### src/rtl/uart_pkg.sv
// Shared UART definitions: receiver FSM states and oversampling constants.
package uart_pkg;

  // Ticks per bit period; the tick generator divides clk down to this rate.
  localparam int OVERSAMPLE = 16;
  // Tick index (counted from the start edge) at which the start bit is checked.
  localparam int MID_TICK   = 7;

  typedef enum logic [2:0] {
    ARM    = 3'd0,
    IDLE   = 3'd1,
    START  = 3'd2,
    DATA   = 3'd3,
    PARITY = 3'd4,
    STOP   = 3'd5
  } rx_state_t;

endpackage

### src/rtl/uart_rx_fifo.sv
// First-word-fall-through FIFO holding received words with their error flags.
// Handshake: push is accepted when not full, or when full and an accepted
// pop happens in the same cycle; pop is accepted only when not empty.
module uart_rx_fifo #(
  parameter int WIDTH = 10,
  parameter int DEPTH = 4
) (
  input  logic             clk,
  input  logic             reset,
  input  logic             push,
  input  logic [WIDTH-1:0] wdata,
  input  logic             pop,
  output logic [WIDTH-1:0] rdata,
  output logic             full,
  output logic             empty
);

  localparam int AW = $clog2(DEPTH);
  localparam logic [AW-1:0] PTR_ONE  = 1;
  localparam logic [AW:0]   FULL_CNT = (AW+1)'(DEPTH);

  logic [WIDTH-1:0] mem_q [DEPTH];
  logic [AW-1:0]    wr_ptr_q, rd_ptr_q;
  logic [AW:0]      cnt_q, cnt_d;
  logic             full_q, empty_q;
  logic             push_acc, pop_acc;

  assign pop_acc  = pop & ~empty_q;
  assign push_acc = push & (~full_q | pop_acc);

  // Occupancy after this cycle's accepted push/pop.
  always_comb begin
    cnt_d = cnt_q;
    case ({push_acc, pop_acc})
      2'b10:   cnt_d = cnt_q + 1'b1;
      2'b01:   cnt_d = cnt_q - 1'b1;
      default: cnt_d = cnt_q;
    endcase
  end

  // Storage array; contents are don't-care until written.
  always_ff @(posedge clk) begin
    if (push_acc) mem_q[wr_ptr_q] <= wdata;
  end

  // Pointers, count and registered full/empty flags.
  always_ff @(posedge clk) begin
    if (!reset) begin
      wr_ptr_q <= '0;
      rd_ptr_q <= '0;
      cnt_q    <= '0;
      full_q   <= 1'b0;
      empty_q  <= 1'b1;
    end else begin
      if (push_acc) wr_ptr_q <= wr_ptr_q + PTR_ONE;
      if (pop_acc)  rd_ptr_q <= rd_ptr_q + PTR_ONE;
      cnt_q   <= cnt_d;
      full_q  <= (cnt_d == FULL_CNT);
      empty_q <= (cnt_d == '0);
    end
  end

  // Head is forced to zero while empty so outputs are defined after reset.
  assign rdata = empty_q ? '0 : mem_q[rd_ptr_q];
  assign full  = full_q;
  assign empty = empty_q;

endmodule

### src/rtl/uart_rx.sv
// UART receiver: synchronizer, 16x tick generator, frame FSM, shift register
// and an error-tagging receive FIFO.
module uart_rx
  import uart_pkg::*;
#(
  parameter int BAUD_DIV   = 16,
  parameter int DATA_BITS  = 8,
  parameter int PARITY_EN  = 1,
  parameter int FIFO_DEPTH = 4
) (
  input  logic                 clk,
  input  logic                 reset,
  input  logic                 rx,
  input  logic                 rd_en,
  output logic [DATA_BITS-1:0] d_out,
  output logic                 parity_err,
  output logic                 frame_err,
  output logic                 rx_empty,
  output logic                 rx_full,
  output logic                 overrun,
  output rx_state_t            dbg_state_o
);

  localparam int TW = (BAUD_DIV > 1) ? $clog2(BAUD_DIV) : 1;
  localparam int BW = $clog2(DATA_BITS + 1);
  localparam int WW = DATA_BITS + 2;
  localparam logic [TW-1:0] TICK_LAST = TW'(BAUD_DIV - 1);
  localparam logic [3:0]    OS_LAST   = 4'(OVERSAMPLE - 1);
  localparam logic [3:0]    OS_MID    = 4'(MID_TICK);
  localparam logic [BW-1:0] BIT_LAST  = BW'(DATA_BITS - 1);

  rx_state_t            state_q, state_d;
  logic                 rx_meta_q, rx_s_q, rx_prev_q;
  logic [1:0]           sync_vld_q;
  logic [TW-1:0]        tick_cnt_q;
  logic                 tick, start_det;
  logic [3:0]           os_cnt_q, os_cnt_d;
  logic [BW-1:0]        bit_cnt_q, bit_cnt_d;
  logic [DATA_BITS-1:0] shift_q, shift_d;
  logic                 par_q, par_d;
  logic [WW-1:0]        word_q, word_d;
  logic                 push_q, push_d;
  logic                 overrun_q;
  logic                 fifo_full, fifo_empty, pop_acc;
  logic [WW-1:0]        fifo_rdata;

  // Two-flop synchronizer plus previous-sample register for edge detection.
  // sync_vld_q marks when the synchronizer holds real line samples rather than
  // its reset value, so ARM cannot mistake the reset value for an idle line.
  always_ff @(posedge clk) begin
    if (!reset) begin
      rx_meta_q  <= 1'b1;
      rx_s_q     <= 1'b1;
      rx_prev_q  <= 1'b1;
      sync_vld_q <= 2'b00;
    end else begin
      rx_meta_q  <= rx;
      rx_s_q     <= rx_meta_q;
      rx_prev_q  <= rx_s_q;
      sync_vld_q <= {sync_vld_q[0], 1'b1};
    end
  end

  // Free-running 1/16-bit tick divider, realigned to each start edge.
  always_ff @(posedge clk) begin
    if (!reset)                              tick_cnt_q <= '0;
    else if (start_det || tick_cnt_q == TICK_LAST) tick_cnt_q <= '0;
    else                                     tick_cnt_q <= tick_cnt_q + 1'b1;
  end

  assign tick = (tick_cnt_q == TICK_LAST);

  // Frame FSM next-state, sampling and push generation.
  always_comb begin
    state_d   = state_q;
    os_cnt_d  = os_cnt_q;
    bit_cnt_d = bit_cnt_q;
    shift_d   = shift_q;
    par_d     = par_q;
    word_d    = word_q;
    push_d    = 1'b0;
    start_det = 1'b0;
    case (state_q)
      ARM: begin
        if (sync_vld_q[1] && rx_s_q) state_d = IDLE;
      end
      IDLE: begin
        if (rx_prev_q && !rx_s_q) begin
          start_det = 1'b1;
          os_cnt_d  = '0;
          bit_cnt_d = '0;
          par_d     = 1'b0;
          state_d   = START;
        end
      end
      START: begin
        if (tick) begin
          if (os_cnt_q == OS_MID) begin
            os_cnt_d = '0;
            state_d  = rx_s_q ? IDLE : DATA;
          end else begin
            os_cnt_d = os_cnt_q + 1'b1;
          end
        end
      end
      DATA: begin
        if (tick) begin
          if (os_cnt_q == OS_LAST) begin
            os_cnt_d  = '0;
            shift_d   = {rx_s_q, shift_q[DATA_BITS-1:1]};
            bit_cnt_d = bit_cnt_q + 1'b1;
            if (bit_cnt_q == BIT_LAST) state_d = (PARITY_EN != 0) ? PARITY : STOP;
          end else begin
            os_cnt_d = os_cnt_q + 1'b1;
          end
        end
      end
      PARITY: begin
        if (tick) begin
          if (os_cnt_q == OS_LAST) begin
            os_cnt_d = '0;
            par_d    = (^shift_q) ^ rx_s_q;
            state_d  = STOP;
          end else begin
            os_cnt_d = os_cnt_q + 1'b1;
          end
        end
      end
      STOP: begin
        if (tick) begin
          if (os_cnt_q == OS_LAST) begin
            os_cnt_d = '0;
            word_d   = {~rx_s_q, par_q, shift_q};
            push_d   = 1'b1;
            state_d  = IDLE;
          end else begin
            os_cnt_d = os_cnt_q + 1'b1;
          end
        end
      end
      default: state_d = ARM;
    endcase
  end

  // FSM and datapath registers; reset abandons any frame in flight.
  always_ff @(posedge clk) begin
    if (!reset) begin
      state_q   <= ARM;
      os_cnt_q  <= '0;
      bit_cnt_q <= '0;
      shift_q   <= '0;
      par_q     <= 1'b0;
      word_q    <= '0;
      push_q    <= 1'b0;
    end else begin
      state_q   <= state_d;
      os_cnt_q  <= os_cnt_d;
      bit_cnt_q <= bit_cnt_d;
      shift_q   <= shift_d;
      par_q     <= par_d;
      word_q    <= word_d;
      push_q    <= push_d;
    end
  end

  assign pop_acc = rd_en & ~fifo_empty;

  // Sticky overrun: set when a push meets a full FIFO with no pop, cleared by a pop.
  always_ff @(posedge clk) begin
    if (!reset)                             overrun_q <= 1'b0;
    else if (pop_acc)                       overrun_q <= 1'b0;
    else if (push_q && fifo_full)           overrun_q <= 1'b1;
  end

  uart_rx_fifo #(
    .WIDTH (WW),
    .DEPTH (FIFO_DEPTH)
  ) u_fifo (
    .clk   (clk),
    .reset (reset),
    .push  (push_q),
    .wdata (word_q),
    .pop   (rd_en),
    .rdata (fifo_rdata),
    .full  (fifo_full),
    .empty (fifo_empty)
  );

  assign d_out       = fifo_rdata[DATA_BITS-1:0];
  assign parity_err  = fifo_rdata[DATA_BITS];
  assign frame_err   = fifo_rdata[DATA_BITS+1];
  assign rx_empty    = fifo_empty;
  assign rx_full     = fifo_full;
  assign overrun     = overrun_q;
  assign dbg_state_o = state_q;

endmodule
### config.mk
export PLATFORM = sky130hd
export DESIGN_NAME = uart_rx
export DESIGN_NICKNAME = d
export VERILOG_FILES = /design/src/rtl/uart_pkg.sv /design/src/rtl/uart_rx_fifo.sv /design/src/rtl/uart_rx.sv
export SDC_FILE = /design/constraint.sdc
export NUM_CORES = 1
export LEC_CHECK = 0
export ABC_AREA = 1
export CORE_ASPECT_RATIO = 0.7
export CORE_UTILIZATION = 55
export DETAILED_ROUTE_END_ITERATION = 12
export PLACE_DENSITY_LB_ADDON = 0.25
export SETUP_SLACK_MARGIN = 0.2
export SYNTH_ARGS = -nofsm -noshare
export SYNTH_HDL_FRONTEND = slang
export SYNTH_HIERARCHICAL = 1
export SYNTH_SLANG_ARGS = --single-unit
### constraint.sdc
create_clock -name clk -period 1.8 [get_ports clk]
set_input_delay 0.45 -clock clk [delete_from_list [all_inputs] [get_ports clk]]
set_output_delay 0.45 -clock clk [all_outputs]
set_load 0.01 [all_outputs]
==> impl_metrics.prom <==
# TYPE chip_impl_metric gauge
chip_impl_info{name="run_status",value="finished with violations"} 1
chip_impl_info{name="failed_checks",value="negative setup slack"} 1
chip_impl_metric{name="post_synth.cell_area_avg",unit="sq um"} 8.93
chip_impl_metric{name="p_seq_share",unit="%"} 55.9
chip_impl_metric{name="grt.total_usage",unit="%"} 22.1
chip_impl_metric{name="worst-r2r-setup-slack",unit="ns"} 0.01
chip_impl_metric{name="drtIter0Drc",unit=""} 97
chip_impl_metric{name="final_ws_setup",unit="ns"} -0.0857
chip_impl_metric{name="placed_area",unit="sq mm"} 0.00432
chip_impl_metric{name="stdcell_area",unit="sq mm"} 0.00468
chip_impl_metric{name="layout_min_cycle_time",unit="ns"} 1.89
chip_impl_info{name="worst_path_dominant_cell_family",value="flip-flops"} 1
chip_impl_info{name="hold_start",value="sync_vld_q[0]"} 1
chip_impl_metric{name="final_setup_violation_count",unit=""} 10
chip_impl_metric{name="critPathMaxStageDelay",unit="ns"} 0.43
chip_impl_info{name="synth_most_common_cell",value="sky130_fd_sc_hd__nor2_1"} 1
chip_impl_info{name="critPathLaunchType",value="register"} 1
chip_impl_metric{name="drv.max_cap_violation_count",unit=""} 0
chip_impl_info{name="worst_setup_path_end_kind",value="output pin"} 1
chip_impl_metric{name="seq_area_frac_synth",unit="%"} 57.6
chip_impl_info{name="worst_hold_path_type",value="reg2reg"} 1
chip_impl_metric{name="ys_warn_count",unit=""} 6
chip_impl_info{name="cts_root_buf",value="sky130_fd_sc_hd__clkbuf_8"} 1
chip_impl_metric{name="mappedNetlistArea",unit="sq mm"} 0.00389
chip_impl_info{name="path_class",value="reg2out"} 1
chip_impl_metric{name="global_route_wire_length_before_repair",unit="mm"} 12.4
chip_impl_metric{name="internal_cell_power",unit="mW"} 3.01
chip_impl_metric{name="cts_sinks",unit=""} 92
chip_impl_info{name="crit_path_top_delay_cell",value="sky130_fd_sc_hd__dfxtp_4"} 1
chip_impl_metric{name="worst_pin_slew",unit="ns"} 0.280
chip_impl_metric{name="share_comb_of_total_power",unit="%"} 12.8
chip_impl_metric{name="post_synth_inst_count",unit=""} 436
chip_impl_metric{name="cts_max_path_buffers",unit=""} 2
chip_impl_metric{name="wire_per_inst",unit="um"} 13.4
chip_impl_metric{name="hold_fix_buffer_count_after_cts",unit=""} 0
chip_impl_metric{name="synth-async-reset-ratio",unit="%"} 0
chip_impl_info{name="holdPathEnd",value="sync_vld_q[1]"} 1
chip_impl_metric{name="timing.clock.skew",unit="ns"} 0.0132
chip_impl_metric{name="antenna_found_initial",unit=""} 0
chip_impl_metric{name="grt_pass1_vias",unit=""} 2820
chip_impl_metric{name="post-synth-top-area-fraction",unit="%"} 30.8
chip_impl_metric{name="postSynthNetCount",unit=""} 449
chip_impl_metric{name="start_util",unit="%"} 57.4
chip_impl_metric{name="synth_edf_count",unit=""} 40
chip_impl_metric{name="timing.critical_path.fanout_max",unit=""} 6
chip_impl_info{name="synth.cells.most_frequent",value="94 x sky130_fd_sc_hd__nor2_1, 58 x sky130_fd_sc_hd__nand2_1, 52 x sky130_fd_sc_hd__dfxtp_1, 40 x sky130_fd_sc_hd__edfxtp_1, 34 x sky130_fd_sc_hd__inv_1"} 1
chip_impl_info{name="postSynth.topFlopCell",value="sky130_fd_sc_hd__dfxtp_1"} 1
chip_impl_info{name="grt_setup_unrepaired",value="true"} 1
chip_impl_metric{name="finalHoldViolCount",unit=""} 0
chip_impl_metric{name="die_area",unit="sq mm"} 0.00743
chip_impl_metric{name="final_nets",unit=""} 496
chip_impl_metric{name="numPlacedInstances",unit=""} 558
chip_impl_metric{name="route.antenna.remaining_nets",unit=""} 0
chip_impl_metric{name="holdWs",unit="ns"} 0.421
chip_impl_info{name="synthTopCellsByArea",value="sky130_fd_sc_hd__edfxtp_1 31%, sky130_fd_sc_hd__dfxtp_1 27%, sky130_fd_sc_hd__nor2_1 9.1%"} 1
chip_impl_metric{name="fin_cells",unit=""} 582
chip_impl_metric{name="synth.lib_cells_used.distinct",unit=""} 31
chip_impl_metric{name="rr_worst_depth",unit=""} 12
chip_impl_metric{name="ir_drop",unit="mV"} 0.544
chip_impl_metric{name="clockPowerShare",unit="%"} 31.3
chip_impl_metric{name="routed_wl",unit="mm"} 7.79
chip_impl_metric{name="firstDrtPassIters",unit=""} 5
chip_impl_metric{name="power.switching",unit="mW"} 1.11
chip_impl_metric{name="post_route_cells_drive_above_1_share",unit="%"} 23.2
chip_impl_metric{name="swShare",unit="%"} 27.0
chip_impl_metric{name="clkLatencyLatePin",unit="ns"} 0.35
chip_impl_info{name="cp_cell_sequence",value="buf_6 -> nor2_2 -> nor2_1 -> o21ai_1 -> a21oi_1 -> buf_2"} 1
chip_impl_metric{name="hold_depth",unit=""} 2
chip_impl_metric{name="power.static_leakage",unit="nW"} 1.81
chip_impl_metric{name="cp_data_arrival_time",unit="ns"} 1.44
chip_impl_metric{name="grt_max_degree",unit=""} 34
chip_impl_metric{name="final-max-slew-violation-count",unit=""} 0
chip_impl_metric{name="post_drt_via_cell_ratio",unit=""} 5.18
chip_impl_metric{name="power_density",unit="mW/mm^2"} 881
chip_impl_metric{name="port_buffers",unit=""} 19
chip_impl_info{name="worst_r2r_endpoint",value="u_fifo/empty"} 1
chip_impl_metric{name="cts_made_buffers",unit=""} 9
chip_impl_metric{name="tns",unit="ns"} -0.535
chip_impl_metric{name="num_vias",unit=""} 3015
chip_impl_metric{name="antenna_cells",unit=""} 0
chip_impl_metric{name="cp.buffers_inverters",unit=""} 2
chip_impl_metric{name="dpl.hpwl",unit="mm"} 5.22
chip_impl_metric{name="die_x",unit="um"} 103
chip_impl_metric{name="maxSlewHeadroom",unit="%"} 81.3
chip_impl_metric{name="clock_slew_seen_by_the_registers_of_the_worst_setup_and_hold_paths",unit="ns"} 0.08
chip_impl_metric{name="clock.fmax",unit="MHz"} 530
chip_impl_metric{name="vertical_die_dimension",unit="um"} 72.4
chip_impl_metric{name="grt.overflow.total",unit=""} 0
chip_impl_metric{name="cts.htree.levels",unit=""} 3
chip_impl_metric{name="drc_errors",unit=""} 0
chip_impl_metric{name="critPathRequiredTime",unit="ns"} 1.35
chip_impl_metric{name="io-pin-count",unit=""} 20
chip_impl_metric{name="min_period_over_period",unit="%"} 105
chip_impl_metric{name="placeableCoreArea",unit="sq mm"} 0.00679
chip_impl_metric{name="placementRows",unit=""} 25
chip_impl_info{name="r2r_start",value="u_fifo/empty"} 1
chip_impl_info{name="synth_largest_area_cell",value="sky130_fd_sc_hd__edfxtp_1"} 1
chip_impl_metric{name="globalplace.congestion",unit=""} 0.869
chip_impl_metric{name="area.growth.synth_to_final",unit="%"} 20.2
chip_impl_info{name="cts_tree",value="yes"} 1
chip_impl_metric{name="synth-seq-cells",unit=""} 92
-- layout make-up --
class                   count  area [sq um]
repair inverters            1          7.51
multi-input cells         288          1540
flip-flops and latches     92          2270
clock buffers              12           156
well taps                  94           118
fillers                   518          2110
repair buffers             46           387
clock inverters             4          30.0
inverters                  45           174
-- metal layers --
layer	vias to the layer above	GRT usage, %	routed length (um)
li1	1526	-	-
met1	1409	28.3	3590
met2	73	36.5	3760
met3	7	5.88	370
met4	0	7.46	63
met5	-	0	0
-- cells by family (layout without fill, tap and decap cells) --
family / after synthesis / in the layout / synth area share [%]
AND/OR/NAND/NOR: 184 / 184 / 19.9
flip-flops: 92 / 92 / 57.6
AO/OA/AOI/OAI: 86 / 86 / 11.2
buffers and inverters: 56 / 108 / 6.23
adder cells (fa/ha/maj): 9 / 9 / 3.08
XOR/XNOR: 9 / 9 / 2.02
-- flip-flops by register name, summed over array words and instances, names as in the netlist, named ones only --
name and cells:
bit_cnt_q 4, dbg_state_o 3, os_cnt_q 4, overrun 1, par_q 1, push_q 1, rx_meta_q 1, rx_prev_q 1
rx_s_q 1, shift_q 8, sync_vld_q 2, tick_cnt_q 4, u_fifo/cnt_q 3, u_fifo/empty 1, u_fifo/full 1, u_fifo/mem_q 40
u_fifo/rd_ptr_q 2, u_fifo/wr_ptr_q 2, word_q 10
-- worst max-delay path by stage --
stage,start,end,slack (ns),cells after the start
floorplan,rd_en,u_fifo/full,0.16,11
global placement,rd_en,u_fifo/full,-0.42,12
detailed placement,rd_en,u_fifo/full,-0.49,10
CTS,register,d_out[7],-0.08,6
global route,register,d_out[2],-0.16,6
finish,register,d_out[7],-0.09,6
-- worst register-to-register path: stages, from the launching register on --
cell	delay (ns)
sky130_fd_sc_hd__dfxtp_4	0.35
sky130_fd_sc_hd__buf_6	0.13
sky130_fd_sc_hd__inv_4	0.05
sky130_fd_sc_hd__nand2_4	0.04
sky130_fd_sc_hd__nand2_4	0.06
sky130_fd_sc_hd__nand2_4	0.05
sky130_fd_sc_hd__ha_4	0.16
sky130_fd_sc_hd__fa_2	0.52
sky130_fd_sc_hd__nand2_2	0.07
sky130_fd_sc_hd__nand2_2	0.08
sky130_fd_sc_hd__nor2_2	0.04
sky130_fd_sc_hd__nand3_1	0.08
sky130_fd_sc_hd__nand2_1	0.05
-- stage by stage --
step / utilization (%) / power, mW / setup slack, ns
after detailed placement: 63.6 / 2.85 / -0.487
after CTS: 68.0 / 4.13 / -0.0783
after global routing: 69.0 / 4.32 / -0.157
after floorplan: - / 2.72 / 0.163
after global placement: 63.6 / 2.84 / -0.415
final: 69.0 / 4.12 / -0.0857
-- what timing repair did --
action	in CTS	in global routing
endpoints found under the hold margin	0	0
buffers inserted	4	1
cloned	3	0
pin swaps	16	19
setup endpoints to repair	45	27
resized for setup	83	20
-- power by group through the flow --
| stage | combinational (mW) | sequential (mW) | clock [mW] |
|---|---|---|---|
| global placement | 0.507 | 2.33 | 0 |
| detailed placement | 0.519 | 2.34 | 0 |
| global route | 0.615 | 2.31 | 1.40 |
| finish | 0.527 | 2.30 | 1.29 |
| CTS | 0.514 | 2.30 | 1.32 |
| floorplan | 0.385 | 2.33 | 0 |
-- layout by cell type, fill, tap and decap left out, types with 8 or more instances in the layout --
| cell type | netlist | routed |
|---|---|---|
| sky130_fd_sc_hd__buf_4 | 2 | 21 |
| sky130_fd_sc_hd__nand2_1 | 58 | 50 |
| sky130_fd_sc_hd__a21oi_1 | 32 | 30 |
| sky130_fd_sc_hd__edfxtp_1 | 40 | 40 |
| sky130_fd_sc_hd__nand3_1 | 15 | 12 |
| sky130_fd_sc_hd__nor2_1 | 94 | 86 |
| sky130_fd_sc_hd__nand2_2 | 3 | 9 |
| sky130_fd_sc_hd__clkbuf_8 | 0 | 9 |
| sky130_fd_sc_hd__buf_2 | 2 | 10 |
| sky130_fd_sc_hd__inv_1 | 34 | 33 |
| sky130_fd_sc_hd__inv_2 | 11 | 10 |
| sky130_fd_sc_hd__nor2_2 | 3 | 8 |
| sky130_fd_sc_hd__o21ai_1 | 21 | 23 |
| sky130_fd_sc_hd__dfxtp_1 | 52 | 42 |
| sky130_fd_sc_hd__o21ai_0 | 30 | 28 |
No activity file was read; power rests on OpenSTA's default activity.
